## config.mk

```make
export PLATFORM = sky130hd
export DESIGN_NAME = ber_monitor
export DESIGN_NICKNAME = d
export VERILOG_FILES = /design/src/rtl/ber_monitor.sv
export SDC_FILE = /design/constraint.sdc
export NUM_CORES = 1
export LEC_CHECK = 0
export CAP_MARGIN = 20
export CORE_AREA = 8 8 114 116
export DETAILED_ROUTE_END_ITERATION = 10
export DIE_AREA = 0 0 122 124
export PLACE_DENSITY = 0.71
export SETUP_SLACK_MARGIN = 0.5
export SLEW_MARGIN = 15
export SYNTH_ARGS = -nofsm -noshare
export SYNTH_HDL_FRONTEND = slang
export SYNTH_SLANG_ARGS = --single-unit
export TNS_END_PERCENT = 1
```

## constraint.sdc

```tcl
create_clock -name clk_sig -period 4.8 [get_ports clk_sig]
set_input_delay 0.96 -clock clk_sig [delete_from_list [all_inputs] [get_ports clk_sig]]
set_output_delay 0.96 -clock clk_sig [all_outputs]
set_load 0.005 [all_outputs]
```

## src/rtl/ber_monitor.sv

```systemverilog
// ber_monitor: realigns reference and received bit streams through a FIFO and
// measures errors over a window. Define BER_MONITOR_BURST_EN for max_burst_sig.
module ber_monitor #(
    parameter int DEPTH  = 16,
    parameter int WINDOW = 1000,
    parameter int CNT_W  = 16
) (
    input  logic             clk_sig,
    input  logic             reset_sig,
    input  logic             start_sig,
    input  logic             ref_valid_sig,
    input  logic             ref_bit_sig,
    input  logic             rx_valid_sig,
    input  logic             rx_bit_sig,
    output logic             busy_sig,
    output logic             done_sig,
    output logic             err_sig,
    output logic [CNT_W-1:0] bit_cnt_sig,
    output logic [CNT_W-1:0] err_cnt_sig,
    output logic [CNT_W-1:0] last_gap_sig,
    output logic             ovf_sig,
`ifdef BER_MONITOR_BURST_EN
    output logic [CNT_W-1:0] max_burst_sig,
`endif
    output logic             udf_sig
);

    localparam int AW = $clog2(DEPTH);
    localparam logic [CNT_W-1:0] CMAX = '1;
    localparam logic [CNT_W-1:0] CWIN = CNT_W'(WINDOW);

    typedef enum logic [1:0] {IDLE, RUN, HOLD} state_e;
    state_e state_q, state_d;

    logic [AW:0]       wr_q, wr_d, rd_q, rd_d;
    logic [DEPTH-1:0]  mem_q, mem_d;
    logic [CNT_W-1:0]  bits_q, bits_d, errs_q, errs_d;
    logic [CNT_W-1:0]  gap_q, gap_d, lgap_q, lgap_d;
    logic              seen_q, seen_d, ovf_q, ovf_d, udf_q, udf_d;
    logic              done_q, done_d, err_q, err_d;
    logic              running, enter, empty, full, pop, push, miss, fin;

    function automatic logic [CNT_W-1:0] sat_inc(input logic [CNT_W-1:0] v);
        return (v == CMAX) ? v : v + 1'b1;
    endfunction

    assign running = (state_q == RUN);
    assign enter   = start_sig && !running;
    assign empty   = (wr_q == rd_q);
    assign full    = (wr_q[AW] != rd_q[AW]) && (wr_q[AW-1:0] == rd_q[AW-1:0]);
    // A pop on a full FIFO frees the slot for a same-cycle push; no empty bypass.
    assign pop     = running && rx_valid_sig && !empty;
    assign push    = running && ref_valid_sig && (!full || pop);
    assign miss    = pop && (mem_q[rd_q[AW-1:0]] != rx_bit_sig);
    assign fin     = pop && (sat_inc(bits_q) == CWIN);

    always_ff @(posedge clk_sig or negedge reset_sig) begin
        if (!reset_sig) begin
            state_q <= IDLE;
        end else begin
            state_q <= state_d;
        end
    end

    always_comb begin
        state_d = state_q;
        unique case (state_q)
            IDLE:    if (start_sig) state_d = RUN;
            RUN:     if (fin) state_d = HOLD;
            HOLD:    if (start_sig) state_d = RUN;
            default: state_d = IDLE;
        endcase
    end

    always_comb begin
        busy_sig = (state_q == RUN);
    end

    always_comb begin
        wr_d   = wr_q;
        rd_d   = rd_q;
        mem_d  = mem_q;
        bits_d = bits_q;
        errs_d = errs_q;
        gap_d  = gap_q;
        lgap_d = lgap_q;
        seen_d = seen_q;
        ovf_d  = ovf_q;
        udf_d  = udf_q;
        done_d = 1'b0;
        err_d  = 1'b0;
        if (enter) begin
            wr_d   = '0;
            rd_d   = '0;
            bits_d = '0;
            errs_d = '0;
            gap_d  = '0;
            lgap_d = '0;
            seen_d = 1'b0;
            ovf_d  = 1'b0;
            udf_d  = 1'b0;
        end else if (running) begin
            if (push) begin
                mem_d[wr_q[AW-1:0]] = ref_bit_sig;
                wr_d = wr_q + 1'b1;
            end
            if (ref_valid_sig && !push) ovf_d = 1'b1;
            if (rx_valid_sig && empty) udf_d = 1'b1;
            if (pop) begin
                rd_d   = rd_q + 1'b1;
                bits_d = sat_inc(bits_q);
                done_d = fin;
                if (miss) begin
                    errs_d = sat_inc(errs_q);
                    err_d  = 1'b1;
                    if (seen_q) lgap_d = sat_inc(gap_q);
                    seen_d = 1'b1;
                    gap_d  = '0;
                end else begin
                    gap_d = sat_inc(gap_q);
                end
            end
        end
    end

    always_ff @(posedge clk_sig or negedge reset_sig) begin
        if (!reset_sig) begin
            wr_q   <= '0;
            rd_q   <= '0;
            mem_q  <= '0;
            bits_q <= '0;
            errs_q <= '0;
            gap_q  <= '0;
            lgap_q <= '0;
            seen_q <= 1'b0;
            ovf_q  <= 1'b0;
            udf_q  <= 1'b0;
            done_q <= 1'b0;
            err_q  <= 1'b0;
        end else begin
            wr_q   <= wr_d;
            rd_q   <= rd_d;
            mem_q  <= mem_d;
            bits_q <= bits_d;
            errs_q <= errs_d;
            gap_q  <= gap_d;
            lgap_q <= lgap_d;
            seen_q <= seen_d;
            ovf_q  <= ovf_d;
            udf_q  <= udf_d;
            done_q <= done_d;
            err_q  <= err_d;
        end
    end

    assign done_sig     = done_q;
    assign err_sig      = err_q;
    assign bit_cnt_sig  = bits_q;
    assign err_cnt_sig  = errs_q;
    assign last_gap_sig = lgap_q;
    assign ovf_sig      = ovf_q;
    assign udf_sig      = udf_q;

`ifdef BER_MONITOR_BURST_EN
    logic [CNT_W-1:0] run_q, run_d, mxb_q, mxb_d;

    always_comb begin
        run_d = run_q;
        mxb_d = mxb_q;
        if (enter) begin
            run_d = '0;
            mxb_d = '0;
        end else if (pop) begin
            if (miss) begin
                run_d = sat_inc(run_q);
                if (run_d > mxb_q) mxb_d = run_d;
            end else begin
                run_d = '0;
            end
        end
    end

    always_ff @(posedge clk_sig or negedge reset_sig) begin
        if (!reset_sig) begin
            run_q <= '0;
            mxb_q <= '0;
        end else begin
            run_q <= run_d;
            mxb_q <= mxb_d;
        end
    end

    assign max_burst_sig = mxb_q;
`endif

endmodule
```

==> out/metrics.cfg <==
[global_route]
grt_max_degree=70
antenna_found_initial=0
grt_pass1_vias=4173
grtUsageTotal=0.171
grt_pass1_wl_mm=21.0
overflow=0

[yosys]
syn_avg_cell_area_um2=9.56
synth_seq_area_share=0.445
synth-async-reset-ratio=1.00
synthAdderAreaFrac=0.0184
synth_seq_cells=97
synthXorXnorAreaFrac=0.0512
postSynthCellCount=570
synth_top_area_frac=0.445
ys.warnings.count=0
synth_cell_types=61
synth_compound_area_frac=0.109
netlist_area_um2=5450
synth_edf_count=0
synth_top_family_by_area=simple AND/OR/NAND/NOR gates
muxShareOfSynthArea=0.104
synth_flop_cell=dfrtp_1
synth_nets=585
synth_area_leaders=dfrtp_1, nand2_1, mux2i_1, nor2_1, mux2_2
synthSimpleGateAreaFrac=0.231
yosysTopAreaCell=dfrtp_1

[timing]
grt_setup_unrepaired=no
worst_slew_pin_slew_ns=0.904
clock_skew_ns=0.0109
slew_headroom=0.397
fmax_ghz=0.302
setup_viol=0
finalCriticalPeriod_ns=3.32
period_share=0.691
hold_violations=0
drv_slew=0
final.setup.tns_ns=0

[final_layout]
n_antenna_cell=0
final_layout_size_suffix_gt1_frac=0.0863
syn_to_final_growth_pct=17.6
fillers=979
stdcell_count=757
final_net_count=624

[cts]
cts_setup_buffers=0
clkLatencyLatePin_ns=0.34
cts_root_buf=clkbuf_16
htreeDepth=3
clkTransAtPathRegs_ns=0.07
cts_tree=done
cts.repair.resized=0
numCtsBuffers=9
cts.sinks=97
cts_buffer_depth=2
cts_hold_buf=0

[setup_path]
critPathCaptureType=register
critPathKind=reg -> reg
startpoint_type=register
required_ns=5.04
arrival_ns=3.56
path_max_fanout=18

[pwr]
vdd_drop_max_mv=0.246
p_leak_uw=0.00276
p_per_area_nw_per_um2=465

[floorplan]
row_count=39
dieArea_um2=15100
chipWidth_um=122
die_height_um=124
start_util=0.488
io_pins=60
core_um2=11200

[detailed_routing]
firstDrtPassIters=6
wire_per_inst_um=17.0
via_per_inst=5.87
routed_wl_mm=12.8
num_vias=4442
drc=0
first_iter_violations=525
antenna_left=0

[run_status]
outcome=finished, final reports clean

[placement]
dp_hpwl_mm=8.79
dpl.cell_count=741
gp_congestion=0.903
io_buffers=59

[hold_path]
hp-class=reg -> reg

[flow_run]
maxCapViolations=0

## path summary, 6_finish.rpt
path,from,cells after the start,slack [ns],to
max,rd_q[0]$_DFFE_PN0P_,6,1.48,last_gap_sig[12]$_DFFE_PN0P_
min,ovf_sig$_DFFE_PN0P_,2,0.50,ovf_sig$_DFFE_PN0P_
max reg2reg,rd_q[0]$_DFFE_PN0P_,6,1.48,last_gap_sig[12]$_DFFE_PN0P_
min reg2reg,ovf_sig$_DFFE_PN0P_,2,0.50,ovf_sig$_DFFE_PN0P_
max in group asynchronous,reset_sig,2,3.11,wr_q[4]$_DFFE_PN0P_
min in group asynchronous,reset_sig,1,0.75,err_cnt_sig[0]$_DFFE_PN0P_
## synth_stat cells, types with 3 or more instances
cell type,number
ha_1,8
mux4_1,3
and3_1,18
clkbuf_1,27
and2_1,8
o21ai_1,3
nand3_1,32
nand2_1,70
o21ai_0,17
a211oi_1,7
a41oi_1,3
o31ai_1,3
a31o_2,3
nor2_1,53
mux2i_1,26
and4_1,6
buf_6,7
dfrtp_1,97
nor4_1,3
a21oi_1,20
xnor2_1,12
a22o_1,5
xor2_1,18
a311oi_1,3
inv_1,7
a31oi_1,6
nand4_1,18
mux2_2,16
a21o_1,3
nor3_1,21
nor2b_1,4
a41o_1,3
## flip-flops by register name, indices dropped and copies added, names as in the netlist, 2 cells and up
name	flops
mem_q	16
err_cnt_sig	16
rd_q	5
state_q	2
last_gap_sig	16
bit_cnt_sig	16
wr_q	5
gap_q	16
## area by class of cell
| class | instances | area (µm²) | area share |
|---|---|---|---|
| multi-input cells | 428 | 2810 | 0.438 |
| flip-flops and latches | 97 | 2430 | 0.379 |
| repair buffers | 66 | 641 | 0.0999 |
| clock buffers | 12 | 256 | 0.0400 |
| well taps | 143 | 179 | 0.0279 |
| clock inverters | 4 | 75.1 | 0.0117 |
| inverters | 7 | 26.3 | 0.00410 |
## per-layer routing
metal | up-vias | part of all wire | GRT usage
li1 | 2130 | - | -
met4 | 0 | 0.011 | 0.0517
met1 | 2145 | 0.44 | 0.224
met5 | - | 0 | 0
met2 | 157 | 0.48 | 0.281
met3 | 10 | 0.067 | 0.0349
## cell families (layout without fill, tap and decap cells)
family | Yosys count | count (layout)
simple gates | 253 | 253
flops | 97 | 97
compound gates | 89 | 89
mux | 47 | 47
buf+inv | 45 | 89
xor+xnor | 31 | 31
fa+ha+maj | 8 | 8
## cells in the final DEF (no fill, tap or decap), drive strengths merged, types with 9 or more instances in the layout
cell type | synthesis | final
o21ai | 20 | 20
nand2 | 70 | 70
clkbuf | 28 | 12
nand4 | 18 | 18
xnor2 | 12 | 12
clkdlybuf4s50 | 0 | 58
nor2 | 54 | 54
dfrtp | 97 | 97
a21oi | 20 | 20
xor2 | 19 | 19
nor3 | 21 | 21
and3 | 18 | 18
nand3 | 32 | 32
mux2i | 26 | 26
and2 | 9 | 9
mux2 | 16 | 16
## stage by stage
stage | hold WS, ns | worst slack (ns) | cell area [µm²] | power, µW | utilization
after floorplan | 0.454 | 2.28 | 5450 | 1920 | -
after global placement | 0.479 | 1.61 | 6080 | 2160 | 0.544
after detailed placement | 0.492 | 1.46 | 6080 | 2200 | 0.544
after CTS | 0.506 | 1.44 | 6410 | 2990 | 0.574
after global routing | 0.535 | 1.21 | 6410 | 3160 | 0.574
final | 0.501 | 1.48 | 6410 | 2980 | 0.574
## where the power goes
group | switching, µW | internal (µW) | total, µW
clock network | 312 | 486 | 797
registers | 194 | 985 | 1180
logic | 539 | 463 | 1000
total | 1040 | 1930 | 2980
## worst max-delay path: stages, from the launching register on
cell      delay, ns
dfrtp_1        0.54
mux4_1         0.61
mux4_2         0.52
xor2_2         0.46
and2_1         0.72
nor2_1         0.09
a311oi_1       0.27
Note: power is estimated with default switching activity, not from simulation.
